===== src/rtl/a2d_spi_resp.sv =====
// rtl/a2d_spi_resp.sv - SPI responder modelling the 8-channel 12-bit A2D converter
module a2d_spi_resp #(
    parameter logic [2:0] DEF_CH        = 3'd0,
    parameter int         SCLK_MIN_HALF = 4
) (
    input  logic        clk,
    input  logic        rst_n,
    input  logic        SS_n,
    input  logic        SCLK,
    input  logic        MOSI,
    input  logic [95:0] ch_data,
    output logic        MISO,
    output logic        cmd_done,
    output logic        frame_err,
    output logic [2:0]  cur_ch,
    output logic [15:0] conv_cnt
);

    typedef enum logic {IDLE, SHIFT} state_t;

    state_t      state, state_nxt;
    logic [4:0]  bit_cnt, bit_cnt_nxt;
    logic [15:0] rx_shft, rx_nxt;
    logic [15:0] tx_shft, tx_nxt;
    logic [2:0]  cur_ch_nxt;
    logic [15:0] conv_nxt;
    logic        miso_nxt, done_nxt, err_nxt;

    logic ss_s1, ss_s2, ss_s3;
    logic sclk_s1, sclk_s2, sclk_s3;
    logic mosi_s1, mosi_s2;
    logic ss_fall, ss_rise, sclk_rise, sclk_fall;
    logic [11:0] ch_sel;

    // MISO reaches the pins 3 clk after an SCLK fall, so slower SCLK is mandatory.
    if (SCLK_MIN_HALF < 3) begin : g_sclk_half_too_short
    end

    always_ff @(posedge clk or negedge rst_n) begin
        if (!rst_n) begin
            ss_s1   <= 1'b1;
            ss_s2   <= 1'b1;
            ss_s3   <= 1'b1;
            sclk_s1 <= 1'b0;
            sclk_s2 <= 1'b0;
            sclk_s3 <= 1'b0;
            mosi_s1 <= 1'b0;
            mosi_s2 <= 1'b0;
        end else begin
            ss_s1   <= SS_n;
            ss_s2   <= ss_s1;
            ss_s3   <= ss_s2;
            sclk_s1 <= SCLK;
            sclk_s2 <= sclk_s1;
            sclk_s3 <= sclk_s2;
            mosi_s1 <= MOSI;
            mosi_s2 <= mosi_s1;
        end
    end

    assign ss_fall   = ss_s3 & ~ss_s2;
    assign ss_rise   = ~ss_s3 & ss_s2;
    assign sclk_rise = ~sclk_s3 & sclk_s2;
    assign sclk_fall = sclk_s3 & ~sclk_s2;

    always_comb begin
        ch_sel = 12'h000;
        for (int i = 0; i < 8; i++) begin
            if (cur_ch == i[2:0]) ch_sel = ch_data[i*12 +: 12];
        end
    end

    always_ff @(posedge clk or negedge rst_n) begin
        if (!rst_n) begin
            state     <= IDLE;
            bit_cnt   <= 5'd0;
            rx_shft   <= 16'h0000;
            tx_shft   <= 16'h0000;
            cur_ch    <= DEF_CH;
            conv_cnt  <= 16'h0000;
            MISO      <= 1'b0;
            cmd_done  <= 1'b0;
            frame_err <= 1'b0;
        end else begin
            state     <= state_nxt;
            bit_cnt   <= bit_cnt_nxt;
            rx_shft   <= rx_nxt;
            tx_shft   <= tx_nxt;
            cur_ch    <= cur_ch_nxt;
            conv_cnt  <= conv_nxt;
            MISO      <= miso_nxt;
            cmd_done  <= done_nxt;
            frame_err <= err_nxt;
        end
    end

    always_comb begin
        state_nxt   = state;
        bit_cnt_nxt = bit_cnt;
        rx_nxt      = rx_shft;
        tx_nxt      = tx_shft;
        cur_ch_nxt  = cur_ch;
        conv_nxt    = conv_cnt;
        done_nxt    = 1'b0;
        err_nxt     = 1'b0;
        case (state)
            IDLE: begin
                if (ss_fall) begin
                    state_nxt   = SHIFT;
                    tx_nxt      = {4'h0, ch_sel};
                    bit_cnt_nxt = 5'd0;
                end
            end
            SHIFT: begin
                // Frame end wins over any SCLK edge seen in the same cycle.
                if (ss_rise) begin
                    state_nxt = IDLE;
                    if (bit_cnt == 5'd16) begin
                        cur_ch_nxt = rx_shft[13:11];
                        conv_nxt   = conv_cnt + 16'd1;
                        done_nxt   = 1'b1;
                    end else begin
                        err_nxt = 1'b1;
                    end
                end else if (sclk_rise) begin
                    rx_nxt = {rx_shft[14:0], mosi_s2};
                    if (bit_cnt != 5'd17) bit_cnt_nxt = bit_cnt + 5'd1;
                end else if (sclk_fall && bit_cnt >= 5'd1 && bit_cnt <= 5'd15) begin
                    tx_nxt = {tx_shft[14:0], 1'b0};
                end
            end
            default: state_nxt = IDLE;
        endcase
        miso_nxt = (state_nxt == SHIFT) ? tx_nxt[15] : 1'b0;
    end

endmodule


===== config.mk =====
export PLATFORM = sky130hd
export DESIGN_NAME = a2d_spi_resp
export DESIGN_NICKNAME = d
export VERILOG_FILES = /design/src/rtl/a2d_spi_resp.sv
export SDC_FILE = /design/constraint.sdc
export NUM_CORES = 1
export LEC_CHECK = 0
export CORE_ASPECT_RATIO = 1.25
export CORE_MARGIN = 2
export CORE_UTILIZATION = 46
export CTS_CLUSTER_SIZE = 40
export DETAILED_ROUTE_END_ITERATION = 7
export PLACE_DENSITY_LB_ADDON = 0.12
export SETUP_SLACK_MARGIN = 0.5
export SLEW_MARGIN = 20
export SYNTH_ARGS = -nofsm -noshare
export SYNTH_HDL_FRONTEND = slang
export SYNTH_SLANG_ARGS = --single-unit

===== constraint.sdc =====
create_clock -name clk -period 2.3 [get_ports clk]
set_input_delay 0.23 -clock clk [delete_from_list [all_inputs] [get_ports clk]]
set_output_delay 0.23 -clock clk [all_outputs]
set_load 0.02 [all_outputs]

==> results of run 1 <==
## cell type report
class	instances	area share (%)
clock buffer	14	2.779
clock inverter	1	0.09112
inverter	9	0.6150
multi-input combinational	224	35.97
sequential	66	30.20
tap	95	2.164
timing repair buffer	155	28.18
## stage by stage
step | util [%] | setup WS, ns
floorplan | - | 0.2494
global placement | 64.57 | 0.1675
detailed placement | 64.57 | 0.1151
CTS | 70.08 | 0.2307
global route | 71.31 | 0.2080
finish | 71.31 | 0.2917
## how the worst max path moves through the flow
stage,start,end,cells after the start
3_3_place_gp,bit_cnt[1],tx_shft[1],7
4_1_cts,bit_cnt[0],tx_shft[11],7
6_report,bit_cnt[0],tx_shft[14],9
5_1_grt,bit_cnt[0],conv_cnt[15],9
2_1_floorplan,bit_cnt[1],tx_shft[6],7
3_5_place_dp,bit_cnt[1],tx_shft[7],7
## flip-flops by register name (all words and copies together) (netlist names), 3 cells and up
signal	count
bit_cnt	5
conv_cnt	16
cur_ch	3
rx_shft	14
tx_shft	16
## logic make-up (layout without fill, tap and decap cells)
kind of cell / count (synthesis) / in the layout
AO/OA/AOI/OAI: 79 / 79
XOR/XNOR: 15 / 15
adder cells (fa/ha/maj): 5 / 5
flip-flops: 66 / 66
AND/OR/NAND/NOR: 82 / 82
multiplexers: 43 / 43
buffers and inverters: 29 / 179
## routing by layer
metal  up-vias  track usage, %  routed length, µm
li1       1490               -                  -
met1      1561           31.02               4429
met2        83           42.12               5227
met3        12           4.404                402
met4         0           7.566                154
met5         -               0                  0
## placed cells by master, fill, tap and decap left out, types with 3 or more instances in the layout
master / synthesis / layout
nand4_1: 3 / 3
a211oi_1: 9 / 8
inv_1: 8 / 7
dfstp_2: 3 / 3
o211ai_1: 3 / 3
nand2b_1: 5 / 5
mux2i_1: 7 / 7
nand2_1: 16 / 16
clkbuf_8: 0 / 10
nor2_1: 19 / 15
dfrtp_2: 0 / 3
clkbuf_1: 8 / 4
mux2_1: 26 / 26
xnor2_1: 10 / 10
a211o_1: 4 / 4
xor2_1: 5 / 5
nand3_1: 11 / 9
a221o_1: 11 / 11
a21oi_1: 7 / 6
nor3_4: 1 / 4
a22o_1: 3 / 3
nor2_2: 0 / 3
o21ai_1: 4 / 4
nor2b_1: 4 / 4
buf_4: 1 / 19
buf_6: 2 / 10
ha_4: 0 / 3
clkdlybuf4s50_1: 0 / 120
o22ai_1: 8 / 8
dfrtp_1: 63 / 60
o21ai_0: 17 / 17
mux4_2: 9 / 9
## synth_stat cells (all sizes together), types with 8 or more instances
library cell   n
dfrtp         63
inv            9
a211oi         9
mux2          27
a221o         11
o21ai         22
nor3           8
xnor2         10
nand2         16
mux4           9
clkbuf         8
nand3         11
nor2          19
buf           12
o22ai          8
## worst max-delay path, stage by stage, from the launching register on
cell and delay [ns]:
dfrtp_2 0.47, ha_4 0.18, or4_4 0.42, nor3_4 0.17
buf_6 0.13, nor3_4 0.04, o21ai_4 0.16, buf_6 0.13
buf_16 0.11, a22o_1 0.12
## timing repair
item                                    in CTS  in global routing
endpoints found under the setup margin      49                 38
endpoints found under the hold margin       19                  0
pin swaps                                   21                  9
buffers inserted                            14                  4
cloned                                       2                  0
resized for setup                           24                 17
hold buffers                                 1                  0
## power by group through the flow
stage               registers [mW]  clock network (mW)  logic, mW
finish                        1.51               0.825      0.931
global route                  1.54               0.886       1.00
CTS                           1.50               0.840      0.884
detailed placement            1.51                   0      0.719
global placement              1.50                   0      0.698
floorplan                     1.50                   0      0.376
==> flow_metrics.tcl, run 1 <==
set metrics [dict create \
    outcome "finished, final reports clean" \
    tritoncts_num_sinks 66 \
    r2r_cells 9 \
    die-height_um 103.0 \
    drt_drc_violations_left 0 \
    grt_antenna_before_repair 0 \
    r2r-start "bit_cnt[0]" \
    routabilityCongestion 0.8532 \
    fp.dieW_um 83.19 \
    hold_slack_ns 0.3231 \
    holdPathStages 1 \
    fmax_mhz 497.9 \
    die-area_um2 8568 \
    type_of_the_worst_setup_path "reg2reg" \
    pwr-share-comb_pct 28.5 \
    final_layout_setup_total_negative_slack_ns 0 \
    fin_area_um2 5493 \
    drtIter0Drc 119 \
    routed-via-count 3146 \
    route.antenna.remaining_nets 0 \
    dp.final_hpwl_mm 7.321 \
    yosysUniqueCellTypes 56 \
    nNetsFinal 571 \
    switching_share_pct 29.00 \
    port_buffers 122 \
    synth_xor_area_share_pct 3.643 \
    synth-edff-count 0 \
    worstHoldStart "SCLK" \
    grt_pass1_vias 3186 \
    clock_tree.buffer_depth 2 \
    synth-simple-area-share_pct 13.01 \
    cts_root_buf "clkbuf_8" \
    finalHoldViolations 0 \
    synth_area_in_adders_pct 1.735 \
    worstHoldEndpoint "sclk_s1" \
    maximum_number_of_pins_on_one_net_before_global_route_repair 29 \
    synth_sequential_area_ratio_pct 45.91 \
    cts_buffers 9 \
    tritoncts_clock_tree "done" \
    p_int_mw 2.318 \
    dp.cells 528 \
    sequentialPowerShare_pct 46.2 \
    htree_levels 3 \
    worstPathMaxFanout 6 \
    placed_area_um2 4974 \
    syn-num-nets 425 \
    compound_gate_portion_of_the_synthesized_area_pct 15.89 \
    post_synth_instance_area_um2 3606 \
    worst_clock_skew_ns 0.01064 \
    post_synth_main_area_contributors "dfrtp_1 44%, mux2_1 8.1%, mux4_2 5.6%, a221o_1 3.1%, xnor2_1 2.4%" \
    n_antenna_cell 0 \
    clk_latency_ns 0.34 \
    p_leak_nw 2.271 \
    synth.ff_latch_count 66 \
    drt-wirelength-per-cell_um 18.11 \
    fin_crit_sh_pct 87.32 \
    timing.critical_path.from_type "flip-flop" \
    power.share.clock_pct 25.3 \
    core_area_um2 7702 \
    rsz_0062_raised_after_global_routing "true" \
    drt-vias-per-instance 5.578 \
    gr-usage-all-layers_pct 24.18 \
    worst_setup_hold_path_clk_slew_ns 0.07 \
    cap_viol_max_count 0 \
    fin_total_pwr_mw 3.265 \
    async_set_or_reset_flop_fraction_in_the_synthesized_netlist_pct 100.0 \
    max-slew-margin-rel_pct 48.34 \
    synth_mux_area_share_pct 16.00 \
    largest_family_of_logic_cells_by_synthesized_area "multiplexers" \
    synthesis.yosys.warnings 0 \
    critical_path_arrival_ns 2.29 \
    crit_path_end_kind "flip-flop" \
    hold_path_class "in2reg" \
    worstPathRequired_ns 2.58 \
    seqCellArea_um2 1659 \
    area_delta_synth_final_pct 52.32 \
    finalWorstPathRequiredPeriod_ns 2.008 \
    final.fill_count 586 \
    1st_pass_router_iterations 4 \
    num_rows 36 \
    critical_path.reg2reg.endpoint "tx_shft[14]" \
    post_route_cells_drive_above_1_share_pct 19.62 \
    initial_util_pct 46.82 \
    synth_cells 319 \
    vdd_drop_max_v 0.0007234 \
    wirelength_mm 10.21 \
    final_cell_count_no_fill 564 \
    max_slew_violation_count 0 \
    setup.reg_to_reg.worst_slack_ns 0.29 \
    worst_slew_pin_slew_ns 0.7696 \
    grt_first_pass_wirelength_mm 16.04 \
    synthDominantAreaCellType "dfrtp_1" \
    p_switching_mw 0.9469 \
    setup_viol 0 \
    total_power_divided_by_cell_area_nw_per_um2 594.4 \
    boundaryPins 123 \
    synth-main-ff-cell "dfrtp_1" \
    synth.top_cell.area_share_pct 43.72 \
    grt-ovfl-total 0 \
    multi_input_area_um2 1976 \
    avg_cell_area_syn_um2 11.30 \
]
Note: power is estimated with default switching activity, not from simulation.
==> run 2, diff against run 1 <==
- MAX_ROUTING_LAYER: not set -> met4
==> run 2 against run 1 <==
  * Cell count is 0.35% lower
  * Largest power group unchanged
  * Core utilization is 0.76 points higher
  * Worst setup slack worse by 0.012 ns
  * Largest cell class unchanged
==> flow_metrics.tcl, run 2 (synthesis gave the netlist of run 1 again) <==
set metrics [dict create \
    routabilityCongestion 0.8729 \
    fin_total_pwr_mw 3.623 \
    grt_antenna_before_repair 0 \
    setup_viol 0 \
    outcome "finished, final reports clean" \
    route.antenna.remaining_nets 0 \
    worstPathMaxFanout 13 \
    dp.final_hpwl_mm 7.348 \
    final_cell_count_no_fill 562 \
    cts_root_buf "clkbuf_8" \
    critical_path_arrival_ns 2.24 \
    grt_first_pass_wirelength_mm 16.00 \
    wirelength_mm 10.19 \
    gr-usage-all-layers_pct 24.70 \
    timing.critical_path.from_type "flip-flop" \
    cts_buffers 9 \
    finalHoldViolations 0 \
    routed-via-count 3151 \
    tritoncts_clock_tree "done" \
    fin_crit_sh_pct 87.84 \
    core_area_um2 7702 \
    worst_slew_pin_slew_ns 0.5033 \
    nNetsFinal 568 \
    clk_latency_ns 0.35 \
    hold_slack_ns 0.3196 \
    grt-ovfl-total 0 \
    boundaryPins 123 \
    port_buffers 122 \
    clock_tree.buffer_depth 2 \
    fin_area_um2 5552 \
    pre_cts_setup_slack_ns 0.1026 \
    fmax_mhz 494.9 \
    rsz_0062_raised_after_global_routing "true" \
    die-height_um 103.0 \
    drt_drc_violations_left 0 \
    largestRegisters "conv_cnt x16, tx_shft x16, rx_shft x14" \
    worstPathRequired_ns 2.52 \
    drtIter0Drc 136 \
    setup.reg_to_reg.worst_slack_ns 0.28 \
    total_power_divided_by_cell_area_nw_per_um2 652.6 \
    worst_clock_skew_ns 0.01229 \
    dp.cells 529 \
    hold_path_class "in2reg" \
    maximum_number_of_pins_on_one_net_before_global_route_repair 28 \
    tritoncts_num_sinks 66 \
    drt-vias-per-instance 5.607 \
    most_frequent_standard_cell_in_the_layout_excluding_fill_and_tap_cells "clkdlybuf4s50_1" \
    crit_path_end_kind "flip-flop" \
    vdd_drop_max_v 0.0006121 \
    1st_pass_router_iterations 4 \
    mostFrequentLayoutCells "119 x clkdlybuf4s50_1, 59 x dfrtp_1, 26 x mux2_1, 23 x buf_4, 17 x o21ai_0" \
    finalCoreUtilization_pct 72.08 \
    cap_viol_max_count 0 \
    placed_area_um2 4981 \
    n_antenna_cell 0 \
    max-slew-margin-rel_pct 66.44 \
    final.setup.worst_slack_ns 0.2796 \
    fp.dieW_um 83.19 \
    max_slew_violation_count 0 \
    die-area_um2 8568 \
    initial_util_pct 46.82 \
    final_layout_setup_total_negative_slack_ns 0 \
    htree_levels 3 \
    num_rows 36 \
    post_route_cells_drive_above_1_share_pct 19.91 \
    type_of_the_worst_setup_path "reg2reg" \
    worst_setup_hold_path_clk_slew_ns 0.08 \
    p_leak_nw 2.325 \
    drt-wirelength-per-cell_um 18.12 \
    area_delta_synth_final_pct 53.96 \
    finalWorstPathRequiredPeriod_ns 2.020 \
    grt_pass1_vias 3228 \
]
run 2: power by group:
part | leakage [nW] | internal, mW | switching (mW)
Combinational | 1.34 | 0.522 | 0.363
Clock | 0.124 | 0.731 | 0.488
Sequential | 0.863 | 1.34 | 0.177
Total | 2.32 | 2.60 | 1.03
run 2: area by class of cell:
| class | instances | area, µm² |
|---|---|---|
| fill | 554 | 2151 |
| multi-input combinational | 224 | 1993 |
| sequential | 66 | 1660 |
| timing repair buffer | 152 | 1494 |
| clock inverter | 7 | 125.1 |
| clock buffer | 9 | 123.9 |
| tap | 95 | 118.9 |
| inverter | 9 | 36.28 |
run 2: metal layers:
layer  routed length, µm  vias to the layer above  track usage [%]
li1                    -                     1486                -
met1                4426                     1578            30.59
met2                5296                       77            42.18
met3                 378                       10            4.964
met4                  85                        0            5.927
met5                   0                        -                -
run 2: path summary, 6_finish.rpt:
| check | from | to | cells after the start |
|---|---|---|---|
| worst max register to register | bit_cnt[0] | tx_shft[3] | 9 |
| max in group asynchronous | rst_n | ss_s1 | 3 |
| worst min-delay path | SCLK | sclk_s1 | 1 |
| worst min register to register | mosi_s1 | mosi_s2 | 0 |
| worst max-delay path | bit_cnt[0] | tx_shft[3] | 9 |
| min in group asynchronous | rst_n | tx_shft[7] | 2 |
run 2: repair_timing:
item                                    in CTS  in global routing
hold buffers                                 1                  0
hold endpoints to repair                    16                  0
endpoints found under the setup margin      48                 37
resized for setup                           25                 11
setup buffers                               10                  5
pin swaps                                   24                  5
gates cloned                                 1                  0
run 2: worst max-delay path, cell delays in order (launching register included):
cell     delay [ns]
dfrtp_2        0.46
ha_4           0.16
and3_4         0.19
ha_4           0.15
nor3b_4        0.05
buf_4          0.14
nor3_4         0.20
o21ai_4        0.10
buf_12         0.15
a221o_1        0.30
